<file path="src/rtl/wb_arb_pkg.sv">
// Shared definitions for the two-master Wishbone round-robin arbiter.
// Holds the FSM state type, default parameter values and the watchdog
// counter width used by wb_rr_arbiter and wb_arb_watchdog.
`timescale 1ns/1ps
package wb_arb_pkg;

  typedef enum logic [1:0] {
    IDLE = 2'd0,
    GNT0 = 2'd1,
    GNT1 = 2'd2
  } arb_state_e;

  localparam int          CNT_W        = 8;
  localparam int          DEF_TIMEOUT  = 255;
  localparam logic [31:0] DEF_ERR_DATA = 32'hDEADBEEF;

endpackage

</file>
<file path="src/rtl/wb_arb_watchdog.sv">
// Slave-acknowledge watchdog for wb_rr_arbiter.
// Ports:
//   clk, rst_n : clock and asynchronous active-low reset
//   clr        : clear the wait count (grant entry or accepted ack)
//   inc        : count one more un-acknowledged strobe cycle
//   expire     : count has reached TIMEOUT-1 (registered count compare)
`timescale 1ns/1ps
module wb_arb_watchdog
  import wb_arb_pkg::*;
#(
  parameter int TIMEOUT = DEF_TIMEOUT
) (
  input  logic clk,
  input  logic rst_n,
  input  logic clr,
  input  logic inc,
  output logic expire
);

  localparam logic [CNT_W-1:0] LIMIT = CNT_W'(TIMEOUT - 1);

  logic [CNT_W-1:0] count_q;

  always_ff @(posedge clk or negedge rst_n) begin
    if (!rst_n) begin
      count_q <= '0;
    end else if (clr) begin
      count_q <= '0;
    end else if (inc) begin
      count_q <= count_q + CNT_W'(1);
    end
  end

  // Compare on the registered count so the expiry decision never depends
  // combinationally on the slave bus it gates.
  assign expire = (count_q == LIMIT);

endmodule

</file>
<file path="src/rtl/wb_rr_arbiter.sv">
// Two-master Wishbone classic round-robin arbiter with an ack watchdog.
// Ports:
//   wb_clk_i, wb_rst_ni          : clock, asynchronous active-low reset
//   m0_* / m1_*                  : master ports (cyc/stb/we/sel/adr/dat in,
//                                  dat/ack/err out)
//   s_*                          : shared slave bus
//   grant_o                      : one-hot owner (00 = idle); mirrors FSM state
//   timeout_o                    : one-cycle pulse when an access times out
// Handshake: a beat completes in a cycle where the owner's stb and s_ack_i
// are both high; s_ack_i outside an owner strobe is ignored. A beat that
// waits TIMEOUT strobe cycles without ack ends with err instead of ack.
`timescale 1ns/1ps
module wb_rr_arbiter
  import wb_arb_pkg::*;
#(
  parameter int          TIMEOUT  = DEF_TIMEOUT,
  parameter logic [31:0] ERR_DATA = DEF_ERR_DATA
) (
  input  logic        wb_clk_i,
  input  logic        wb_rst_ni,
  input  logic        m0_cyc_i,
  input  logic        m0_stb_i,
  input  logic        m0_we_i,
  input  logic [3:0]  m0_sel_i,
  input  logic [31:0] m0_adr_i,
  input  logic [31:0] m0_dat_i,
  output logic [31:0] m0_dat_o,
  output logic        m0_ack_o,
  output logic        m0_err_o,
  input  logic        m1_cyc_i,
  input  logic        m1_stb_i,
  input  logic        m1_we_i,
  input  logic [3:0]  m1_sel_i,
  input  logic [31:0] m1_adr_i,
  input  logic [31:0] m1_dat_i,
  output logic [31:0] m1_dat_o,
  output logic        m1_ack_o,
  output logic        m1_err_o,
  output logic        s_cyc_o,
  output logic        s_stb_o,
  output logic        s_we_o,
  output logic [3:0]  s_sel_o,
  output logic [31:0] s_adr_o,
  output logic [31:0] s_dat_o,
  input  logic [31:0] s_dat_i,
  input  logic        s_ack_i,
  output logic [1:0]  grant_o,
  output logic        timeout_o
);

  arb_state_e state_q, state_d;
  logic       last_m1_q;    // 1: master 1 was served most recently
  logic       expire;
  logic       timeout;
  logic       ack_valid;
  logic       grant_entry;

  always_comb begin
    state_d   = state_q;
    timeout   = 1'b0;
    ack_valid = 1'b0;
    s_cyc_o   = 1'b0;
    s_stb_o   = 1'b0;
    s_we_o    = 1'b0;
    s_sel_o   = '0;
    s_adr_o   = '0;
    s_dat_o   = '0;
    m0_dat_o  = '0;
    m0_ack_o  = 1'b0;
    m0_err_o  = 1'b0;
    m1_dat_o  = '0;
    m1_ack_o  = 1'b0;
    m1_err_o  = 1'b0;
    grant_o   = 2'b00;
    timeout_o = 1'b0;
    case (state_q)
      IDLE: begin
        if (m0_cyc_i && m1_cyc_i) state_d = last_m1_q ? GNT0 : GNT1;
        else if (m0_cyc_i)        state_d = GNT0;
        else if (m1_cyc_i)        state_d = GNT1;
      end
      GNT0: begin
        timeout   = m0_stb_i & ~s_ack_i & expire;
        ack_valid = m0_stb_i & s_ack_i;
        s_cyc_o   = m0_cyc_i & ~timeout;
        s_stb_o   = m0_stb_i & ~timeout;
        s_we_o    = m0_we_i;
        s_sel_o   = m0_sel_i;
        s_adr_o   = m0_adr_i;
        s_dat_o   = m0_dat_i;
        m0_ack_o  = ack_valid;
        m0_err_o  = timeout;
        m0_dat_o  = timeout ? ERR_DATA : s_dat_i;
        grant_o   = 2'b01;
        timeout_o = timeout;
        if (!m0_cyc_i || timeout) state_d = IDLE;
      end
      GNT1: begin
        timeout   = m1_stb_i & ~s_ack_i & expire;
        ack_valid = m1_stb_i & s_ack_i;
        s_cyc_o   = m1_cyc_i & ~timeout;
        s_stb_o   = m1_stb_i & ~timeout;
        s_we_o    = m1_we_i;
        s_sel_o   = m1_sel_i;
        s_adr_o   = m1_adr_i;
        s_dat_o   = m1_dat_i;
        m1_ack_o  = ack_valid;
        m1_err_o  = timeout;
        m1_dat_o  = timeout ? ERR_DATA : s_dat_i;
        grant_o   = 2'b10;
        timeout_o = timeout;
        if (!m1_cyc_i || timeout) state_d = IDLE;
      end
      default: state_d = IDLE;
    endcase
  end

  assign grant_entry = (state_q == IDLE) && (state_d != IDLE);

  always_ff @(posedge wb_clk_i or negedge wb_rst_ni) begin
    if (!wb_rst_ni) begin
      state_q   <= IDLE;
      last_m1_q <= 1'b1;
    end else begin
      state_q <= state_d;
      if (grant_entry) last_m1_q <= (state_d == GNT1);
    end
  end

  wb_arb_watchdog #(
    .TIMEOUT(TIMEOUT)
  ) u_watchdog (
    .clk   (wb_clk_i),
    .rst_n (wb_rst_ni),
    .clr   (grant_entry | ack_valid),
    .inc   (s_stb_o & ~s_ack_i),
    .expire(expire)
  );

endmodule
</file>
<file path="config.mk">
export PLATFORM = sky130hd
export DESIGN_NAME = wb_rr_arbiter
export DESIGN_NICKNAME = d
export VERILOG_FILES = /design/src/rtl/wb_arb_pkg.sv /design/src/rtl/wb_arb_watchdog.sv /design/src/rtl/wb_rr_arbiter.sv
export SDC_FILE = /design/constraint.sdc
export NUM_CORES = 1
export LEC_CHECK = 0
export CORE_AREA = 10 10 117 119
export CTS_CLUSTER_DIAMETER = 80
export CTS_CLUSTER_SIZE = 14
export DETAILED_ROUTE_END_ITERATION = 12
export DIE_AREA = 0 0 127 129
export GPL_ROUTABILITY_DRIVEN = 1
export PLACE_DENSITY = 0.71
export SLEW_MARGIN = 20
export SYNTH_ARGS = -nofsm -noshare
export SYNTH_HDL_FRONTEND = slang
export SYNTH_SLANG_ARGS = --single-unit
</file>
<file path="constraint.sdc">
create_clock -name wb_clk_i -period 4.1 [get_ports wb_clk_i]
set_input_delay 0.82 -clock wb_clk_i [delete_from_list [all_inputs] [get_ports wb_clk_i]]
set_output_delay 0.82 -clock wb_clk_i [all_outputs]
set_load 0.05 [all_outputs]
</file>
==> results of run 1 <==
==> report_power, final <==
group	switching (W)	leakage, nW	internal, W
Combinational	0.00246	2.53	0.00165
Clock	0.0000475	0.0382	0.000131
Sequential	0.0000275	0.148	0.000131
==> registers in the layout, indices dropped and copies added, names as in the netlist <==
register and flops:
u_watchdog.count_q 8, state_q 2, last_m1_q 1
==> worst register-to-register path, cell delays in order, from the launching register on <==
cell and delay (ns):
dfrtp_1 0.43, inv_1 0.14, ha_4 0.49, a22o_2 0.29, o2111ai_4 0.21, nor4_1 0.37
xnor2_1 0.16, nor2_1 0.06
==> logic make-up after synthesis <==
| group | share of synthesized area, % |
|---|---|
| xor+xnor | 2.50 |
| buf+inv | 7.20 |
| flops | 11.3 |
| compound gates | 43.5 |
| fa+ha+maj | 3.06 |
| simple gates | 32.4 |
==> metrics by stage <==
stage	power, W	instances	cell area (sq um)	hold WS [ns]
6_report	0.00444	771	6360	0.604
2_1_floorplan	0.00267	332	2450	0.524
4_1_cts	0.00448	771	6360	0.610
3_3_place_gp	0.00425	767	6280	0.571
5_1_grt	0.00464	771	6360	0.648
3_5_place_dp	0.00429	767	6280	0.598
==> layer usage <==
metal | part of all wire (%) | vias to the layer above
met4 | 0.63 | 0
met3 | 9.8 | 6
li1 | - | 1790
met2 | 55 | 181
met5 | 0 | -
met1 | 34 | 1757
==> synthesized netlist by cell type (2+ instances only) <==
| cell | instances | area, sq um |
|---|---|---|
| nand2b_1 | 3 | 18.8 |
| and3_1 | 4 | 25.0 |
| a22oi_1 | 69 | 518 |
| a21o_1 | 49 | 368 |
| buf_2 | 9 | 45.0 |
| dfrtp_1 | 10 | 250 |
| a21oi_1 | 2 | 10.0 |
| nor2_1 | 13 | 48.8 |
| ha_1 | 6 | 75.1 |
| a31oi_1 | 2 | 12.5 |
| nand2_1 | 8 | 30.0 |
| nand3_1 | 3 | 15.0 |
| nor2b_1 | 71 | 444 |
| nor3_1 | 2 | 10.0 |
| and2_1 | 17 | 106 |
| clkbuf_1 | 23 | 86.3 |
| xnor2_1 | 7 | 61.3 |
| buf_1 | 4 | 15.0 |
| inv_1 | 8 | 30.0 |
==> path summary, 6_finish.rpt <==
path	startpoint	to	slack, ns
max	s_ack_i	s_cyc_o	0.22
min	u_watchdog.count_q[1]$_DFFE_PN0P_	u_watchdog.count_q[1]$_DFFE_PN0P_	0.60
max reg2reg	state_q[1]$_DFF_PN0_	u_watchdog.count_q[6]$_DFFE_PN0P_	1.84
min reg2reg	u_watchdog.count_q[1]$_DFFE_PN0P_	u_watchdog.count_q[1]$_DFFE_PN0P_	0.60
max in group asynchronous	wb_rst_ni	last_m1_q$_DFFE_PN1P_	2.81
min in group asynchronous	wb_rst_ni	u_watchdog.count_q[2]$_DFFE_PN0P_	0.93
==> layout make-up <==
cell class | count | area [sq um] | area share [%]
Timing Repair Buffer | 328 | 3770 | 59.3
Clock buffer | 4 | 78.8 | 1.24
Inverter | 8 | 30.0 | 0.472
Tap cell | 143 | 179 | 2.81
Multi-Input combinational cell | 277 | 2020 | 31.8
Sequential cell | 11 | 277 | 4.35
==> impl_metrics.csv, run 1 <==
group,metric,value,unit
cts,clkTransAtPathRegs,0.04,ns
setup_path,crit_fanout,6,
setup_path,path_depth,6,
setup_path,path_cells,"clkdlybuf4s50_1 > nand4b_4 > o311ai_0 > nand2_1 > and2_1 > clkdlybuf4s50_1",
detailed_routing,drc,0,
cells_and_area,fillers,1017,
timing,fin_crit,3.88,ns
setup_path,crit_path_end_kind,"primary output",
detailed_routing,via_per_inst,4.84,
cts,postCtsHoldBufs,0,
logic_synthesis,synthCells,332,
cts,htree_num_levels,1,
grt,grt_pass1_wl,23800,um
placement,dp_slack,0.262,ns
grt,grt_busiest_layer,"met2",
logic_synthesis,synth_edf_count,0,
run,cap_violations,0,
placement,port_buffers,318,
placement,dp_hpwl,14100,um
cts,cts_buffers,3,
timing,timing.final.crit_share,94.7,%
grt,met3_usage,7.23,%
setup_path,path_common_cell,"clkdlybuf4s50_1",
logic_synthesis,ys_seq_area_share,11.3,%
setup_path,start_kind,"input pin",
logic_synthesis,synth.net_count,515,
cells_and_area,n_antenna_cell,0,
setup_path,critPathMaxStageDelay,0.70,ns
cts,clock_latency,0.24,ns
grt,use_met1,18.0,%
logic_synthesis,async_flop_share,100,%
cells_and_area,layout_common_cells,"clkdlybuf4s50_1, nor2b_1, a22oi_1, buf_12, a21o_1",
detailed_routing,ant_nets,0,
cts,clkSinkCount,11,
logic_synthesis,ys.warnings.count,0,
placement,gp_congestion,0.888,
floorplanning,die_h,129,um
power,p_leak,2.72,nW
timing,finClkSkew,0.00380,ns
cts,cts_tree,"built",
run_status,status,"completed",
floorplanning,die_x,127,um
detailed_routing,dr.pass1.iters,5,
grt,track_usage,17.9,%
grt,antenna_found_initial,0,
grt,grt_pass1_vias,4028,
cells_and_area,final_common_cell,"clkdlybuf4s50_1",
cts,postCtsSetupBuffers,0,
worst_hold_path,holdCritPathClass,"register to register",
floorplanning,pin_count,319,
cts,post_cts_resized,0,
setup_path,required,3.28,ns
floorplanning,core_region_area,0.0113,sq mm
setup_path,arrival,3.06,ns
logic_synthesis,synth.distinct_cells,41,
cells_and_area,final_util,56.2,%
cts,cts_root_buffer,"clkbuf_16",
timing,finalHoldViolCount,0,
cts,cts_buffer_depth,2,
setup_path,cpMaxStageDelayCell,"clkdlybuf4s50_1",
setup_path,critPathBufInv,2,
grt,grt_max_degree,60,
logic_synthesis,yosys_register_bits,11,
timing,setup_viol,0,
timing,drv_slew,0,
cells_and_area,drive_above_1_share,14.0,%
timing,rsz0062_at_grt,"false",
setup_path,r2r_cells,7,
grt,grt_overflow,0,
timing,finalSetupTns,0,ns
cells_and_area,syn_to_final_growth,160,%
power,pwr_density_cell,698,mW/mm^2
detailed_routing,drt_iter0_drc,212,
worst_hold_path,hold_depth,2,
logic_synthesis,ys.flop_type,"dfrtp_1",
timing,fin_ws,0.218,ns
setup_path,critPathKind,"input pin to primary output",
detailed_routing,detail_route.wl_per_cell,21.2,um
floorplanning,rows,39,
floorplanning,start_util,21.6,%
grt,gr-usage-met2,34.8,%
logic_synthesis,syn_avg_cell_area,7.38,sq um
floorplanning,die_area,0.0164,sq mm
cells_and_area,fin_nets,812,
timing,max_freq,0.258,GHz
detailed_routing,totalWireLength,16300,um
timing,worst_pin_slew,0.596,ns
timing,maxSlewHeadroom,60.1,%
power,peakVddDrop,0.363,mV
setup_path,crit_family,"buffers and inverters",
logic_synthesis,syn_area,0.00245,sq mm
detailed_routing,num_vias,3734,
No activity file was read; power rests on OpenSTA's default activity.
==> run 2: changes to the inputs <==
HOLD_SLACK_MARGIN = 0.03   (was default)
==> results of run 2 <==
Same layout as run 1: the final DEF is identical, and so are final timing and power.
==> run 3: changes to the inputs <==
ABC_AREA = 1   (was default)
ABC_CLOCK_PERIOD_IN_PS = 4100   (was default)
CORE_AREA = 10 10 115 117   (was 10 10 117 119)
DIE_AREA = 0 0 125 127   (was 0 0 127 129)
PLACE_DENSITY = 0.72   (was 0.71)
==> run 3 against run 2 <==
  * Clock power is essentially flat
  * Largest cell class unchanged
  * Clock skew shrank 0.0024 ns
  * Sequential share of layout area grew 0.61 points
  * Global-route usage shrank 0.17 points
  * Design area shrank 12%
  * Register-to-register slack gained 0.08 ns
  * Non-clock buffer count shrank 7
  * Critical path type unchanged
  * Synthesized cell count grew 38%
==> impl_metrics.csv, run 3 <==
group,metric,value,unit
run_status,status,"completed",
timing,fin_ws,0.282,ns
setup_path,critPathKind,"input pin to primary output",
power,switching_share,66.3,%
timing,maxSlewHeadroom,48.3,%
timing,worst_pin_slew,0.775,ns
cells_and_area,final_common_cell,"clkdlybuf4s50_1",
setup_path,start_kind,"input pin",
power,seqPwrFrac,3.9,%
cells_and_area,reg.largest.list,"u_watchdog.count_q (8), state_q (2), last_m1_q (1)",
logic_synthesis,synth.distinct_cells,27,
timing,hold_ws,0.460,ns
grt,grt_overflow,0,
cts,postCtsHoldBufs,0,
setup_path,worstReg2RegEnd,"u_watchdog.count_q[6]$_DFFE_PN0P_",
logic_synthesis,async_flop_share,100,%
setup_path,cpMaxStageDelayCell,"clkdlybuf4s50_1",
timing,finalHoldViolCount,0,
setup_path,r2r_setup_slack,1.92,ns
detailed_routing,drc,0,
setup_path,arrival,3.00,ns
cts,cts_tree,"built",
logic_synthesis,synth_top_area_cell,"nand2_1",
cts,clkTransAtPathRegs,0.04,ns
logic_synthesis,ys_seq_area_share,12.0,%
placement,dp_slack,0.298,ns
cells_and_area,syn_to_final_growth,143,%
timing,rsz0062_at_grt,"false",
logic_synthesis,synth.area.top_cells,"nand2_1, a21oi_1, dfrtp_1",
worst_hold_path,hold_depth,2,
cells_and_area,fillers,1095,
logic_synthesis,ys.warnings.count,0,
logic_synthesis,synthCells,459,
setup_path,crit_path_end_kind,"primary output",
cts,htree_num_levels,1,
grt,met3_usage,5.75,%
floorplanning,die_area,0.0159,sq mm
floorplanning,die_h,127,um
cells_and_area,regMostFlops,"u_watchdog.count_q",
cts,cts_root_buffer,"clkbuf_16",
power,pwr_density_cell,687,mW/mm^2
logic_synthesis,synth.net_count,642,
cells_and_area,largest_register_ff_count,8,
floorplanning,rows,39,
timing,drv_slew,0,
cells_and_area,n_antenna_cell,0,
timing,timing.final.crit_share,93.1,%
grt,grt_pass1_vias,4012,
grt,grt_busiest_layer,"met2",
timing,finClkSkew,0.00135,ns
cells_and_area,fin_nets,936,
logic_synthesis,ys.flop_type,"dfrtp_1",
setup_path,r2r_cells,11,
setup_path,rr_startpoint,"state_q[1]$_DFF_PN0_",
worst_hold_path,whs_endpoint,"last_m1_q$_DFFE_PN1P_",
timing,setup_viol,0,
cells_and_area,seqCellArea,277,sq um
cts,cts_buffers,3,
detailed_routing,totalWireLength,16000,um
detailed_routing,detail_route.wl_per_cell,17.8,um
cts,clock_latency,0.24,ns
timing,finalSetupTns,0,ns
setup_path,critPathBufInv,3,
detailed_routing,drt_iter0_drc,256,
logic_synthesis,synth.most_common_cell,"nand2_1",
setup_path,required,3.28,ns
cells_and_area,drive_above_1_share,7.71,%
placement,dp_hpwl,13600,um
logic_synthesis,syn_avg_cell_area,5.01,sq um
cts,clkSinkCount,11,
cts,post_cts_resized,0,
worst_hold_path,hp-start,"last_m1_q$_DFFE_PN1P_",
worst_hold_path,holdCritPathClass,"register to register",
grt,grt_pass1_wl,23200,um
logic_synthesis,yosys_register_bits,11,
grt,gr-usage-met2,33.6,%
setup_path,critPathMaxStageDelay,0.72,ns
detailed_routing,ant_nets,0,
detailed_routing,dr.pass1.iters,5,
logic_synthesis,synth_top_area_share,27.9,%
cells_and_area,final_util,50.2,%
power,power_switching,0.00254,W
detailed_routing,via_per_inst,4.55,
detailed_routing,num_vias,4076,
timing,fin_crit,3.82,ns
cts,postCtsSetupBuffers,0,
setup_path,crit_family,"buffers and inverters",
logic_synthesis,syn_area,0.00230,sq mm
placement,gp_congestion,0.901,
floorplanning,pin_count,319,
setup_path,path_cells,"clkdlybuf4s50_1 > inv_1 > nor2_1 > nand3_4 > nand2_1 > nor2_1 > clkdlybuf4s50_1",
grt,use_met1,18.9,%
power,p_leak,2.21,nW
placement,port_buffers,318,
floorplanning,core_region_area,0.0111,sq mm
grt,antenna_found_initial,0,
timing,max_freq,0.262,GHz
power,peakVddDrop,0.398,mV
cells_and_area,multi_input_area,0.00169,sq mm
power,comb_power_share,91.5,%
power,clkPwrFrac,4.6,%
cells_and_area,layout_common_cells,"clkdlybuf4s50_1, nand2_1, a21oi_1, inv_1, nor2_1",
floorplanning,die_x,125,um
power,p_int,0.00129,W
logic_synthesis,synth_edf_count,0,
floorplanning,start_util,20.7,%
logic_synthesis,yosys-top-cells-count,"nand2_1, a21oi_1, inv_1",
setup_path,crit_fanout,28,
grt,grt_max_degree,72,
cts,cts_buffer_depth,2,
grt,track_usage,17.7,%
run,cap_violations,0,
[run 3: worst reg2reg max path, delay by kind of cell (launching register included)]
kind,cells,cell delay (ns)
AND/OR/NAND/NOR,8,0.88
flip-flops,1,0.41
buffers and inverters,2,0.21
adder cells (fa/ha/maj),1,0.55
[run 3: cells by family (layout without fill, tap and decap cells)]
logic type	Yosys count	after routing	share of synthesized area (%)
fa+ha+maj	6	6	3.26
flops	11	11	12.0
compound gates	130	130	29.1
simple gates	224	224	40.3
buf+inv	86	379	14.6
xor+xnor	2	2	0.762
[run 3: how the worst max path moves through the flow]
| stage | start | end | depth (start not counted) |
|---|---|---|---|
| finish | m0_stb_i | m0_dat_o[17] | 7 |
| global route | state_q[1]$_DFF_PN0_ | m0_dat_o[26] | 5 |
| CTS | m0_stb_i | m0_dat_o[17] | 7 |
| detailed placement | m0_stb_i | m0_dat_o[17] | 7 |
| global placement | m1_stb_i | m1_dat_o[20] | 7 |
| floorplan | state_q[0]$_DFF_PN0_ | timeout_o | 6 |
[run 3: cell type report]
type / count / area share, %
multi-input combinational: 362 / 30.3
sequential: 11 / 4.95
timing repair buffer: 321 / 56.5
inverter: 54 / 3.67
clock buffer: 4 / 1.41
tap: 143 / 3.20
[run 3: stage by stage]
stage / std cells / area [sq um] / total power (W)
2_1_floorplan: 459 / 2300 / 0.00245
3_3_place_gp: 891 / 5500 / 0.00366
3_5_place_dp: 891 / 5510 / 0.00368
4_1_cts: 895 / 5580 / 0.00387
5_1_grt: 895 / 5580 / 0.00402
6_report: 895 / 5580 / 0.00383
[run 3: power groups by stage]
stage | registers, W | clock network (W) | logic, W
3_5_place_dp | 0.000151 | 0 | 0.00353
4_1_cts | 0.000150 | 0.000178 | 0.00354
5_1_grt | 0.000152 | 0.000186 | 0.00369
2_1_floorplan | 0.000147 | 0 | 0.00231
6_report | 0.000150 | 0.000177 | 0.00351
3_3_place_gp | 0.000150 | 0 | 0.00351
[run 3: layer usage]
metal / share of wire, % / vias up / wire [um]
met2: 51 / 247 / 8180
met5: 0 / - / 0
li1: - / 2030 / -
met4: 1.4 / 0 / 220
met1: 36 / 1781 / 5830
met3: 11 / 18 / 1750
